--- src/rtl/keypad_scan_ctrl.sv ---
// keypad_scan_ctrl: 4x4 matrix keypad scanner with row synchronizer,
// press/release debounce and one-pulse hex key reporting.
module keypad_scan_ctrl #(
  parameter int SETTLE_CYCLES   = 4,
  parameter int DEBOUNCE_CYCLES = 8
) (
  input  logic       clk,
  input  logic       reset,
  input  logic [3:0] row,
  output logic [3:0] col,
  output logic [3:0] key_code,
  output logic       key_valid,
  output logic       key_held
);

  localparam int MAXC = (SETTLE_CYCLES > DEBOUNCE_CYCLES) ?
                        SETTLE_CYCLES : DEBOUNCE_CYCLES;
  localparam int CW   = $clog2(MAXC) + 1;
  localparam logic [CW-1:0] SET_LAST = CW'(SETTLE_CYCLES - 1);
  localparam logic [CW-1:0] DEB_LAST = CW'(DEBOUNCE_CYCLES - 1);

  typedef enum logic [1:0] {
    ST_SCAN,
    ST_DEBOUNCE,
    ST_PRESSED,
    ST_RELEASE
  } state_e;

  state_e        state_q;
  logic [3:0]    sync1_q;
  logic [3:0]    rs_q;
  logic [1:0]    c_q;
  logic [3:0]    col_q;
  logic [1:0]    row_q;
  logic [CW-1:0] cnt_q;
  logic [3:0]    code_q;
  logic          valid_q;
  logic          held_q;

  logic          single_low;
  logic          match;
  logic [1:0]    row_idx;
  logic [1:0]    c_nxt;
  logic [3:0]    col_nxt;
  logic [CW-1:0] cnt_inc;
  logic [3:0]    map_code;

  assign single_low = $onehot(~rs_q);
  assign match      = (rs_q == ~(4'b0001 << row_q));
  assign c_nxt      = c_q + 2'd1;
  assign col_nxt    = ~(4'b0001 << c_nxt);
  assign cnt_inc    = (cnt_q == '1) ? cnt_q : cnt_q + 1'b1;

  assign col       = col_q;
  assign key_code  = code_q;
  assign key_valid = valid_q;
  assign key_held  = held_q;

  // Index of the single low row in the synchronized sample.
  always_comb begin
    row_idx = 2'd0;
    for (int i = 0; i < 4; i++) begin
      if (!rs_q[i]) row_idx = 2'(i);
    end
  end

  // Hex legend of the key at the held column and captured row.
  always_comb begin
    map_code = 4'h0;
    unique case ({c_q, row_q})
      4'd0:  map_code = 4'hA;
      4'd1:  map_code = 4'h7;
      4'd2:  map_code = 4'h4;
      4'd3:  map_code = 4'h1;
      4'd4:  map_code = 4'h0;
      4'd5:  map_code = 4'h8;
      4'd6:  map_code = 4'h5;
      4'd7:  map_code = 4'h2;
      4'd8:  map_code = 4'hB;
      4'd9:  map_code = 4'h9;
      4'd10: map_code = 4'h6;
      4'd11: map_code = 4'h3;
      4'd12: map_code = 4'hF;
      4'd13: map_code = 4'hE;
      4'd14: map_code = 4'hD;
      default: map_code = 4'hC;
    endcase
  end

  // Two-flop synchronizer; idle rows read high.
  always_ff @(posedge clk) begin
    if (reset) begin
      sync1_q <= 4'hF;
      rs_q    <= 4'hF;
    end else begin
      sync1_q <= row;
      rs_q    <= sync1_q;
    end
  end

  // Scan / debounce / press / release sequencer with registered outputs.
  always_ff @(posedge clk) begin
    if (reset) begin
      state_q <= ST_SCAN;
      c_q     <= 2'd0;
      col_q   <= 4'b1110;
      row_q   <= 2'd0;
      cnt_q   <= '0;
      code_q  <= 4'h0;
      valid_q <= 1'b0;
      held_q  <= 1'b0;
    end else begin
      valid_q <= 1'b0;
      unique case (state_q)
        ST_SCAN: begin
          if (cnt_q == SET_LAST) begin
            cnt_q <= '0;
            if (single_low) begin
              row_q   <= row_idx;
              state_q <= ST_DEBOUNCE;
            end else begin
              c_q   <= c_nxt;
              col_q <= col_nxt;
            end
          end else begin
            cnt_q <= cnt_inc;
          end
        end
        ST_DEBOUNCE: begin
          if (!match) begin
            state_q <= ST_SCAN;
            cnt_q   <= '0;
          end else if (cnt_q == DEB_LAST) begin
            state_q <= ST_PRESSED;
            cnt_q   <= '0;
            code_q  <= map_code;
            valid_q <= 1'b1;
            held_q  <= 1'b1;
          end else begin
            cnt_q <= cnt_inc;
          end
        end
        ST_PRESSED: begin
          if (rs_q[row_q]) begin
            state_q <= ST_RELEASE;
            cnt_q   <= '0;
          end
        end
        ST_RELEASE: begin
          if (rs_q != 4'hF) begin
            cnt_q <= '0;
          end else if (cnt_q == DEB_LAST) begin
            state_q <= ST_SCAN;
            cnt_q   <= '0;
            held_q  <= 1'b0;
            c_q     <= c_nxt;
            col_q   <= col_nxt;
          end else begin
            cnt_q <= cnt_inc;
          end
        end
        default: begin
          state_q <= ST_SCAN;
          cnt_q   <= '0;
        end
      endcase
    end
  end

endmodule
--- config.mk ---
export PLATFORM = sky130hd
export DESIGN_NAME = keypad_scan_ctrl
export DESIGN_NICKNAME = d
export VERILOG_FILES = /design/src/rtl/keypad_scan_ctrl.sv
export SDC_FILE = /design/constraint.sdc
export NUM_CORES = 1
export LEC_CHECK = 0
export ABC_AREA = 0
export CORE_ASPECT_RATIO = 0.8
export CORE_MARGIN = 2
export CORE_UTILIZATION = 65
export CTS_CLUSTER_SIZE = 28
export DETAILED_ROUTE_END_ITERATION = 16
export DONT_BUFFER_PORTS = 1
export PLACE_DENSITY = 0.82
export SYNTH_ARGS = -nofsm -noshare
export SYNTH_HDL_FRONTEND = slang
export SYNTH_SLANG_ARGS = --single-unit
--- constraint.sdc ---
create_clock -name clk -period 4.7 [get_ports clk]
set_input_delay 0 -clock clk [delete_from_list [all_inputs] [get_ports clk]]
set_output_delay 0 -clock clk [all_outputs]
set_load 0.1 [all_outputs]
* Yosys cells after proc, flatten, opt, wreduce, memory -nomap -nowiden *
Memories as Yosys holds them, arrays and structs flattened. A register that Yosys moved wholly into a read port is not among the register bits.
Index checks and enable logic that the tools add are counted.

storage, ports and cells
  logic and storage cells = 86
  ROM bits = 64
  output and inout bits = 10
  flip-flop bits (word level) = 24
  bits of input ports = 6
  memories = 1

operators by class
  bitwise logic cells = 5
  reduce and logical (&&, ||, !) cells = 9
  shift-type cells = 2
  equal/unequal tests = 18
  order comparisons = 1
  muxes and demuxes = 36
  add/subtract/negate cells = 5

memories
  memory            words  width  read ports  clocked after memory_dff  wr ports  line  text
  (name not given)  16     4      1           1                         0         70    unique case ({c_q, row_q})

operator list
  operator               number
  $mux W4                10
  $mux W2                13
  $ne A2 B2 Y1 const B   8
  $pmux W4 S4            1
  $not A4 Y4             3
  $reduce_and A5 Y1      2
  $pmux W2 S4            1
  $pmux W4 S2            1
  $shl A1 B2 Y4 const A  2
  $mux W1                7
  $reduce_and A3 Y1      2
  $reduce_and A6 Y1      1
  $add A1 B1 Y2          2
  $add A4 B1 Y4 const B  1
  $eq A2 B2 Y1 const B   2
  $eq A4 B2 Y1 const B   1
  $eq A4 B3 Y1 const B   1
  $eq A4 B4 Y1           1
  $eq A4 B4 Y1 const B   1
  $ne A4 B4 Y1 const B   1
  $pmux W2 S2            1
  $reduce_bool A2 Y1     2
  $add A2 B2 Y3          1
  $eq A3 B1 Y1 const B   1
  other kinds (9)        10

* Longest topological paths before layout *
Gate-level depths: netlist of run 1.

  word-level depth = 7
  gate-level depth with buffers = 8
  depth with buffers taken out = 8

* Worst setup path before layout of run 1 *
No wires, ideal clock.

  path kind = register to register
  start point = reg rs_q[0]
  end point = reg col_q[1], in the netlist col[1]
  clock period less this slack = 2.510 ns
  data required time = 4.580 ns
  arrival time = 2.390 ns
  buffers on the path = 0
  slack = 2.190 ns
  cell stages (with the launch flop) = 9
  path through = dfxtp_1 > fa_1 > inv_1 > ha_1 > ha_1 > nor3b_1 > o32a_1 > nor3_1 > a211o_1

between the ends
  longest elaborated chain between the ends = 6
  elaborated cells between the ends (all ways) = 8

ends and longest elaborated chain
  item                                    line  text
  start: declaration                      31    logic [3:0] rs_q;
  start signal: assignment                97    rs_q <= sync1_q;
  $not A4 Y4                              48    assign single_low = $onehot(~rs_q);
  $add A1 B1 Y2 (not written as such)     48
  $add A2 B2 Y3 (not written as such)     48
  $eq A3 B1 Y1                            48
  $ne A2 B2 Y1 (no source line)           --
  $reduce_and A5 Y1 (no source line) (*)  --
  end signal: assignment                  123   col_q <= col_nxt;
  end signal: assignment                  157   col_q <= col_nxt;
  end: declaration                        33    logic [3:0] col_q;

Mark *: on every way between the ends. The rest lies on a longest branch, timed or not.
A chain may end at the register's enable or synchronous reset.

* Worst setup path in the final report of run 1 *
  start point = reg rs_q[0]
  end point = reg col_q[2], in the netlist col[2]

Same word-level chain as after synthesis.

==> results of run 1 <==
==> per-layer routing <==
layer,global-route usage (%),up-vias,part of all wire (%)
li1,-,620,-
met1,34.9,604,44
met2,40.3,52,48
met3,4.81,2,7.1
met4,6.06,0,0.65
met5,0,-,0
==> Yosys cell counts (all sizes together) (2+ instances only) <==
master	number	area share [%]
nand2b	6	2.4
a21oi	9	2.8
clkbuf	6	1.4
nor3b	2	0.94
nor4	2	1.7
ha	14	11
a211oi	6	2.8
nand3	5	2.4
nor2	4	0.94
buf	2	0.63
nand2	10	2.4
a211o	4	2.2
o21ai	11	3.5
mux2	4	2.8
nor2b	5	2.0
nand3b	2	0.94
a311oi	2	1.1
o211ai	2	0.94
mux2i	3	1.9
inv	8	1.9
nor3	4	1.3
or2	9	3.5
dfxtp	28	35
nand4	2	0.78
o22ai	2	0.78
xnor2	4	2.2
==> path summary, 6_finish.rpt <==
path	to	slack, ns	cells after the start
setup / recovery	col[2]	1.95	8
hold / removal	sync1_q[1]	0.30	2
setup reg to reg	col[2]	1.95	8
hold reg to reg	rs_q[3]	0.43	1
==> cell type report <==
cell class                      instances  area, um2  area share [%]
Multi-Input combinational cell        127        972            57.8
Sequential cell                        28        561            33.3
Timing Repair Buffer                    5       50.0            2.97
Clock buffer                            4       36.3            2.16
Tap cell                               27       33.8            2.01
Inverter                                8       30.0            1.78
==> worst reg2reg max path, cell delays in order, from the launching register on <==
cell	delay [ns]
dfxtp_1	0.39
fa_1	0.55
inv_1	0.04
ha_1	0.17
ha_1	0.26
nor3b_1	0.55
o32a_1	0.34
nor3_1	0.08
a211o_1	0.27
==> report_power, final <==
| group | switching [mW] | leakage, nW | internal (mW) |
|---|---|---|---|
| sequential | 0.0315 | 0.228 | 0.248 |
| clock | 0.0693 | 0.0210 | 0.0474 |
| combinational | 0.0393 | 0.378 | 0.0342 |
==> state kept, by name, indices dropped and copies added (netlist names), named ones only <==
name       count
c_q            2
key_code       4
cnt_q          3
rs_q           4
col            4
state_q        1
key_held       1
row_q          2
sync1_q        4
key_valid      1
==> cell families after synthesis <==
logic type / synth area share (%)
AO/OA/AOI/OAI: 20.2
XOR/XNOR: 2.20
adder cells (fa/ha/maj): 12.2
buffers and inverters: 3.92
flip-flops: 35.1
multiplexers: 4.71
AND/OR/NAND/NOR: 21.6
==> cell usage in the layout, fill, tap and decap left out, types with 2 or more instances in the layout <==
cell / count
nor3_1: 4
nor2_1: 4
a21oi_1: 9
a311oi_1: 2
nand3b_1: 2
o211ai_1: 2
nor2b_1: 5
clkbuf_4: 3
dfxtp_1: 28
o21ai_0: 11
nand4_1: 2
ha_1: 14
nor3b_1: 2
dlygate4sd3_1: 5
mux2i_1: 3
a211o_1: 4
or2_2: 8
nand2_1: 10
nand2b_1: 6
inv_1: 8
o22ai_1: 2
nand3_1: 4
a211oi_1: 6
xnor2_1: 4
mux2_2: 4
==> metrics by stage <==
| step | area, um2 | setup slack, ns | hold WS [ns] | power (mW) |
|---|---|---|---|---|
| after CTS | 1680 | 1.94 | 0.293 | 0.474 |
| final | 1680 | 1.95 | 0.297 | 0.470 |
| after global placement | 1600 | 2.10 | 0.0727 | 0.347 |
| after floorplan | 1600 | 2.19 | 0.104 | 0.339 |
| after global routing | 1680 | 1.82 | 0.276 | 0.496 |
| after detailed placement | 1600 | 1.98 | 0.0751 | 0.351 |
==> metrics.md, run 1 <==
| Metric | Value |
|---|---|
| Crit Path Max Fanout | `5` |
| Core area | `approximately 0.0024 mm2` |
| Number of global-route vias before repair | `1252` |
| Max incr delay on CP | `approximately 0.55 ns` |
| Fillers | `191` |
| Final hold violation count | `0` |
| Nets | `194` |
| Cell area power density | `~280 mW/mm2` |
| CTS tree | `built` |
| Final setup TNS | `0 ns` |
| Leak | `~0.63 nW` |
| Post-synthesis sequential area ratio | `about a third` |
| Fin util | `70.6%` |
| DIE AREA | `between 0.002 and 0.003 mm2` |
| Post_cts resized | `0` |
| Mean Syn Cell Area | `about 9.3 um2` |
| Worst vdd ir | `0.000212 V` |
| H-tree depth | `1` |
| Placed Cells | `190` |
| CP dominant cell by count | `ha_1` |
| Hold path start | `row[1]` |
| I/O Buffers | `0` |
| Clk pin slew, worst setup/hold paths | `0.15 ns` |
| GRT overflow | `0` |
| Layout cells sized above 1 | `between 10% and 20%` |
| Row cnt | `16` |
| Worst Setup SP | `rs_q[0]` |
| Cts hold-fix bufs | `5` |
| Largest net degree at the start of global routing | `31` |
| Maxcap violations | `0` |
| WL/cell | `roughly 16 um` |
| Post-DP HPWL | `between 2 and 2.5 mm` |
| TritonCTS buffer count | `3` |
| GRT Overall Usage | `about a quarter` |
| RePlAce Congestion | `0.858` |
| Status | `finished, final reports clean` |
| Synth Register Bits | `28` |
| CP top delay family | `adder cells` |
| Diodes inserted | `0` |
| Synthesized cell area | `0.00160 mm2` |
| Fmax | `between 300 and 400 MHz` |
| Worst Path Buf+Inv | `1` |
| Period minus WS final | `between 2 and 3 ns` |
| RSZ-0062 raised after global routing | `no` |
| Critical path arrival | `between 2 and 3 ns` |
| Postcts setup bufs | `0` |
| DR vias | `between 1000 and 1500` |
| Die span in x | `just under 60 um` |
| Cell variety after synth | `44` |
| Slew Limit Fails | `0` |
| Slew at the pin closest to its max-slew limit | `between 0.9 and 1 ns` |
| CP endpoint kind | `register` |
| Ys async rst share | `0%` |
| Initial antenna violation count | `0` |
| Num ports | `16` |
| Area grow syn2layout | `5.49%` |
| Initial DRC count | `70` |
| WS Path Type | `reg2reg` |
| First-pass GRT wire length | `roughly 5.6 mm` |
| Critical path data required time | `just under 5 ns` |
| Drt total wl | `about 3.2 mm` |
| Residual DRC count | `0` |
| CTS Buffer Depth | `2` |
| Slew headroom | `approximately a third` |
| Mapped Cells | `approximately 170` |
| Worst path cell trace | `fa_1, inv_1, ha_1, ha_1, nor3b_1, o32a_1, nor3_1, a211o_1` |
| Die height | `between 40 and 50 um` |
| Count of final setup violators | `0` |
| Crit path launch type | `register` |
| Worst hold-check path type | `in2reg` |
| Root Buffer | `clkbuf_4` |
| Drt pass-1 iters | `4` |
| Syn_nets | `approximately 190` |
| Initial Utilization | `67.0%` |
| Post-synth top flop | `dfxtp_1` |
| Crit-path slowest cell | `fa_1` |
| Fin cells | `199` |
| Via/cell ratio | `~6.4` |
| ANT nets after route | `0` |
| Num Clock Sinks | `28` |
| EDFF count, synth | `0` |
| YS warnings | `0` |
| Clock Latency Late Sink | `0.33 ns` |
| Clk_skew | `0.0161 ns` |
| Final Cycle Share | `~58%` |
| RR Startpoint | `rs_q[0]` |
No activity file was read; power rests on OpenSTA's default activity.
==> inputs of run 2 (changes only) <==
- ABC_AREA: 0 -> 1
- CORE_UTILIZATION: 65 -> 62
- PLACE_DENSITY: 0.82 -> 0.79
- clock period: 4.7 -> 2.7 ns (I/O delays scaled with it)
==> run 2 against run 1 <==
  * First-iteration DRC count grew 60%
  * Via count grew 8.8%
  * Largest cell class unchanged
  * Die area is 4.2% higher
  * Fmax rose by 15%
  * Hold slack got worse by 0.25 ns
  * Highest routed layer unchanged
  * Routed wire length is 6.6% higher
  * Combinational power grew to 3.5 times the previous value
  * Area after synthesis is 0.24% lower
  * Synthesized cell count rose by 23%
==> metrics.md, run 2 <==
| Metric | Value |
|---|---|
| Residual DRC count | `0 (unchanged)` |
| Maxcap violations | `0 (unchanged)` |
| RSZ-0062 raised after global routing | `no` |
| Ys async rst share | `0% (unchanged)` |
| CTS Buffer Depth | `2 (unchanged)` |
| Via/cell ratio | `5.31 (-17%)` |
| Crit-path slowest cell | `fa_1` |
| Area contributors post-synth | `dfxtp_1 35%, ha_1 11%, nand2_1 9.7%` |
| Fmax | `418 MHz (+15%)` |
| Main combinational cell family by area after synthesis | `simple AND/OR/NAND/NOR gates` |
| I/O Buffers | `0 (unchanged)` |
| Nets | `248 (+28%)` |
| CP dominant cell by count | `inv_1` |
| Period minus WS final | `2.39 ns (-0.358 ns)` |
| Drt total wl | `3.43 mm (+6.6%)` |
| Placed Cells | `253 (+33%)` |
| Mean Syn Cell Area | `7.58 um2 (-19%)` |
| Layout cells sized above 1 | `16.8% (+5.2 points)` |
| Clk_skew | `0.00709 ns (-0.00899 ns)` |
| Status | `finished, final reports clean` |
| Final Cell Area | `0.00179 mm2 (+6.6%)` |
| Post-synthesis compound-gate area fraction | `14.1% (-6.2 points)` |
| Diodes inserted | `0 (unchanged)` |
| GRT Overall Usage | `25.9% (+0.67 points)` |
| H-tree depth | `1 (unchanged)` |
| CP top delay family | `adder cells` |
| Syn_nets | `231 (+20%)` |
| RePlAce Congestion | `0.849 (-1.1%)` |
| Worst vdd ir | `0.000360 V (+70%)` |
| Register area | `561 um2 (unchanged)` |
| Metal2 WL | `1.67 mm (+8.1%)` |
| Crit path launch type | `register` |
| Synth Register Bits | `28 (unchanged)` |
| WL/cell | `13.1 um (-19%)` |
| Cell area power density | `563 mW/mm2 (+100%)` |
| Most frequent cells in the layout | `41 x nand2_1, 28 x dfxtp_1, 25 x inv_1, 20 x nor2_1` |
| Yosys top cell by area | `dfxtp_1` |
| Hold WS | `0.0480 ns (-0.249 ns)` |
| Final worst slack | `0.310 ns (-1.64 ns)` |
| Post-DP HPWL | `2.50 mm (+5.5%)` |
| Cts hold-fix bufs | `5 (unchanged)` |
| First-pass GRT wire length | `5.87 mm (+4.4%)` |
| Most frequent cell after synthesis | `nand2_1` |
| Final setup TNS | `0 ns (unchanged)` |
| Root Buffer | `clkbuf_4` |
| Post_cts resized | `0 (unchanged)` |
| Row cnt | `16 (unchanged)` |
| Postcts setup bufs | `0 (unchanged)` |
| Post-Synth Simple-Gate Area | `28.8% (+7.2 points)` |
| Largest net degree at the start of global routing | `17 (-45%)` |
| Clk pin slew, worst setup/hold paths | `0.16 ns (about the same)` |
| Num ports | `16 (unchanged)` |
| Post-synthesis sequential area ratio | `35.2% (+0.083 points)` |
| Max incr delay on CP | `0.55 ns (about the same)` |
| Fin cells | `262 (+32%)` |
| Area of the multi-input gates | `903 um2 (-7.1%)` |
| GRT overflow | `0 (unchanged)` |
| Fin util | `73.5% (+2.8 points)` |
| Worst Path Buf+Inv | `4 (+3)` |
| WL met3 | `147 um (-35%)` |
| ANT nets after route | `0 (unchanged)` |
| Most common cell after layout, fill and taps aside | `nand2_1` |
| Slew Limit Fails | `0 (unchanged)` |
| WS Path Type | `reg2reg` |
| Placed instance area | `0.00169 mm2 (+6.0%)` |
| Fillers | `189 (-1.0%)` |
| DR vias | `1390 (+8.8%)` |
| Mapped Cells | `210 (+23%)` |
| Post-synth top flop | `dfxtp_1` |
| Count of final setup violators | `0 (unchanged)` |
| Number of global-route vias before repair | `1362 (+8.8%)` |
| CTS tree | `built` |
| EDFF count, synth | `0 (unchanged)` |
| Critical path arrival | `2.67 ns (-0.30 ns)` |
| Mux share of post-synthesis cell area | `0% (-4.7 points)` |
| Area grow syn2layout | `12.7%` |
| Num Clock Sinks | `28 (unchanged)` |
| Leak | `0.851 nW (+36%)` |
| Post-Synth XOR/XNOR Area | `1.65% (-0.55 points)` |
| YS warnings | `0 (unchanged)` |
| Crit Path Max Fanout | `12 (+7)` |
| Drt pass-1 iters | `4 (unchanged)` |
| Final Cycle Share | `88.5% (+30 points)` |
| Die span in x | `60.6 um (+2.1%)` |
| Worst path cell trace | `fa_1, inv_1, ha_1, ha_1, nand3b_1, nand2_1, inv_1, o21ai_2, buf_4, nand2_1, o21ai_0, inv_1, nor2_1` |
| Synthesized cell area | `0.00159 mm2 (-0.24%)` |
| Clock Latency Late Sink | `0.34 ns (about the same)` |
| Initial Utilization | `65.2% (-1.8 points)` |
| Worst hold-check path type | `in2reg` |
| Top sig layer | `met4` |
| Total power | `1.01 mW (+110%)` |
| Die height | `49.3 um (+2.1%)` |
| TritonCTS buffer count | `3 (unchanged)` |
| Yosys top cell area share | `35.2% (+0.083 points)` |
| Adder-Cell Fraction of Synth Area | `12.3% (+0.029 points)` |
| Cell variety after synth | `34 (-23%)` |
| M1 WL | `1.60 mm (+12%)` |
| Initial DRC count | `112 (+60%)` |
| Final hold violation count | `0 (unchanged)` |
| Post-synth top cells | `41 x nand2_1, 28 x dfxtp_1, 25 x inv_1, 20 x nor2_1` |
| Core area | `0.00244 mm2 (+2.5%)` |
| Dpl ws | `0.358 ns (-1.62 ns)` |
| DIE AREA | `0.00299 mm2 (+4.2%)` |
| CP endpoint kind | `register` |
| Critical path data required time | `2.98 ns (-1.94 ns)` |
| Initial antenna violation count | `0 (unchanged)` |
| Slew at the pin closest to its max-slew limit | `0.936 ns (-0.0522 ns)` |
| Slew headroom | `37.5% (+3.6 points)` |
-- run 2: power breakdown --
group / switching, mW / leakage, nW / internal [mW] / total [mW]
combinational: 0.172 / 0.595 / 0.0823 / 0.254
sequential: 0.0333 / 0.229 / 0.443 / 0.476
clock: 0.130 / 0.0279 / 0.150 / 0.280
-- run 2: per-layer routing --
metal  global-route usage, %  vias to the layer above
met4                    5.80                        0
met2                    42.7                       35
met1                    34.7                      643
li1                        -                      710
met3                    5.04                        2
met5                       0                        -
-- run 2: cell type report --
class | instances | share of cell area, %
multi-input combinational | 151 | 50.3
sequential | 28 | 31.2
timing repair buffer | 15 | 6.97
inverter | 28 | 6.00
tap | 36 | 2.51
clock inverter | 1 | 1.67
clock buffer | 3 | 1.26
-- run 2: worst register-to-register path, stage by stage (launching register included) --
cell and delay (ns):
dfxtp_1 0.39, fa_1 0.55, inv_1 0.05, ha_1 0.18, ha_1 0.26, nand3b_1 0.17
nand2_1 0.07, inv_1 0.05, o21ai_2 0.11, buf_4 0.21, nand2_1 0.08, o21ai_0 0.09
inv_1 0.06, nor2_1 0.07
-- run 2: cells by family after synthesis --
logic type                 after synthesis
and+or+nand+nor                         95
xor gates and xnor gates                 3
AOI/OAI and AO/OA                       38
adders and majority gates               15
DFF                                     28
buffers and inverters                   31
-- run 2: worst paths after layout --
kind                   start          to  slack (ns)  cells past startpoint
hold reg to reg   sync1_q[3]     rs_q[3]        0.43                      1
setup / recovery     rs_q[0]      col[0]        0.31                     13
setup reg to reg     rs_q[0]      col[0]        0.31                     13
hold / removal         reset  state_q[0]        0.05                      3
==> inputs of run 3 (changes only) <==
- CORE_UTILIZATION: 62 -> 65
- CTS_BUF_LIST: default -> sky130_fd_sc_hd__clkbuf_8
- PLACE_DENSITY: 0.79 -> 0.82
==> run 3 against run 2 <==
  * Sequential cell count stayed put
  * Die area down 4.3%
  * First-iteration DRC count is 38% lower
  * Global-route usage is 0.80 points higher
  * Fmax shrank 0.59%
  * Routed wire length is 1.2% lower
  * Via count fell by 1.8%
  * Sequential power about the same
==> metrics.md, run 3 (same netlist as run 2, synthesis figures left out) <==
| Metric | Value |
|---|---|
| Layout cells sized above 1 | `16.8% (unchanged)` |
| Row cnt | `16 (unchanged)` |
| Die span in x | `59.3 um (-2.2%)` |
| CTS tree | `built` |
| TritonCTS buffer count | `3 (unchanged)` |
| Postcts setup bufs | `0 (unchanged)` |
| Critical path data required time | `2.92 ns (-0.06 ns)` |
| DR vias | `1365 (-1.8%)` |
| Residual DRC count | `0 (unchanged)` |
| DIE AREA | `0.00286 mm2 (-4.3%)` |
| Clk pin slew, worst setup/hold paths | `0.09 ns (-0.07 ns)` |
| Dpl ws | `0.354 ns (-0.00326 ns)` |
| Reg2reg setup slack | `0.30 ns (about the same)` |
| Crit-path slowest cell | `fa_1` |
| Post-DP HPWL | `2.52 mm (+0.57%)` |
| Cell area power density | `589 mW/mm2 (+4.6%)` |
| H-tree depth | `1 (unchanged)` |
| Final worst slack | `0.296 ns (-0.0142 ns)` |
| Fin util | `75.6% (+2.2 points)` |
| Core area | `0.00238 mm2 (-2.5%)` |
| First-pass GRT wire length | `5.46 mm (-6.9%)` |
| Critical path arrival | `2.62 ns (-0.05 ns)` |
| Most frequent cells in the layout | `41 x nand2_1, 28 x dfxtp_1, 25 x inv_1, 20 x nor2_1` |
| Num ports | `16 (unchanged)` |
| Slew headroom | `37.4% (-0.12 points)` |
| Slew at the pin closest to its max-slew limit | `0.937 ns (+0.00186 ns)` |
| GRT Overall Usage | `26.7% (+0.80 points)` |
| Nets | `248 (unchanged)` |
| Final Cell Area | `0.00180 mm2 (+0.42%)` |
| Final setup TNS | `0 ns (unchanged)` |
| Clock Latency Late Sink | `0.28 ns (-0.06 ns)` |
| Final Cycle Share | `89.0% (+0.52 points)` |
| Initial Utilization | `66.8% (+1.6 points)` |
| Diodes inserted | `0 (unchanged)` |
| ANT nets after route | `0 (unchanged)` |
| Worst path cell trace | `fa_1, inv_1, ha_1, ha_1, nand3b_1, nand2_1, inv_1, o21ai_2, buf_4, a21oi_2, o21ai_1` |
| Worst vdd ir | `0.000427 V (+19%)` |
| GRT overflow | `0 (unchanged)` |
| Via/cell ratio | `5.40 (+1.7%)` |
| Drt pass-1 iters | `4 (unchanged)` |
| Area grow syn2layout | `13.2%` |
| Final hold violation count | `0 (unchanged)` |
| RePlAce Congestion | `0.967 (+14%)` |
| Fmax | `416 MHz (-0.59%)` |
| I/O Buffers | `0 (unchanged)` |
| WL/cell | `13.4 um (+2.3%)` |
| Root Buffer | `clkbuf_8` |
| CP top delay family | `adder cells` |
| Crit path launch type | `register` |
| Fillers | `191 (+1.1%)` |
| Leak | `0.859 nW (+0.91%)` |
| Largest net degree at the start of global routing | `17 (unchanged)` |
| Hold WS | `0.113 ns (+0.0655 ns)` |
| Most common cell after layout, fill and taps aside | `nand2_1` |
| Worst hold-check path type | `in2reg` |
| Crit Path Max Fanout | `7 (-5)` |
| Die height | `48.3 um (-2.1%)` |
| Maxcap violations | `0 (unchanged)` |
| Count of final setup violators | `0 (unchanged)` |
| Drt total wl | `3.39 mm (-1.2%)` |
| Period minus WS final | `2.40 ns (+0.0142 ns)` |
| Initial DRC count | `69 (-38%)` |
| CTS Buffer Depth | `2 (unchanged)` |
| Number of global-route vias before repair | `1225 (-10%)` |
| Worst Path Buf+Inv | `3 (-1)` |
| RSZ-0062 raised after global routing | `no` |
| Initial antenna violation count | `0 (unchanged)` |
| Slew Limit Fails | `0 (unchanged)` |
| WS Path Type | `reg2reg` |
| Status | `finished, final reports clean` |
| Max incr delay on CP | `0.54 ns (about the same)` |
| Placed instance area | `0.00168 mm2 (-0.67%)` |
| Num Clock Sinks | `28 (unchanged)` |
| Clk_skew | `0.00351 ns (-0.00358 ns)` |
| CP endpoint kind | `register` |
==> run 3: cell type report <==
class	count	area, um2	share of cell area [%]
sequential	28	561	31.1
timing repair buffer	15	125	6.94
tap	27	33.8	1.87
multi-input combinational	151	903	50.1
clock inverter	1	30.0	1.67
clock buffer	3	41.3	2.29
inverter	28	108	5.97
==> run 3: report_power, final <==
group          total (mW)  internal (mW)  leakage, nW  switching [mW]
combinational       0.255         0.0825        0.595           0.173
sequential          0.477          0.443        0.229          0.0338
clock               0.329          0.199       0.0357           0.131
==> run 3: path summary, 6_finish.rpt <==
check	from	to	depth (start not counted)
min reg2reg	sync1_q[3]	rs_q[3]	1
max reg2reg	rs_q[0]	col[3]	11
max	rs_q[0]	col[3]	11
min	reset	c_q[1]	3
==> run 3: what timing repair did <==
| item | in CTS | in global routing |
|---|---|---|
| hold buffers | 5 | 0 |
| resized for setup | 0 | 0 |
| endpoints found under the hold margin | 18 | 0 |
==> run 3: worst register-to-register path: cells and delay by family (launching register included) <==
family	cells	cell delay, ns
adder cells (fa/ha/maj)	3	0.98
AO/OA/AOI/OAI	3	0.42
flip-flops	1	0.37
buffers and inverters	3	0.31
AND/OR/NAND/NOR	2	0.26
==> run 3: per-layer routing <==
layer	GRT usage, %	vias to the layer above	part of all wire (%)
met4	14.1	0	2.1
met1	35.9	607	47
met2	41.1	40	46
met3	5.57	10	5.5
li1	-	708	-
met5	0	-	0
==> run 3: through the flow <==
stage	power, mW	cells
3_3_place_gp	0.716	244
5_1_grt	1.11	253
6_report	1.06	253
3_5_place_dp	0.729	244
4_1_cts	1.07	253
2_1_floorplan	0.680	210
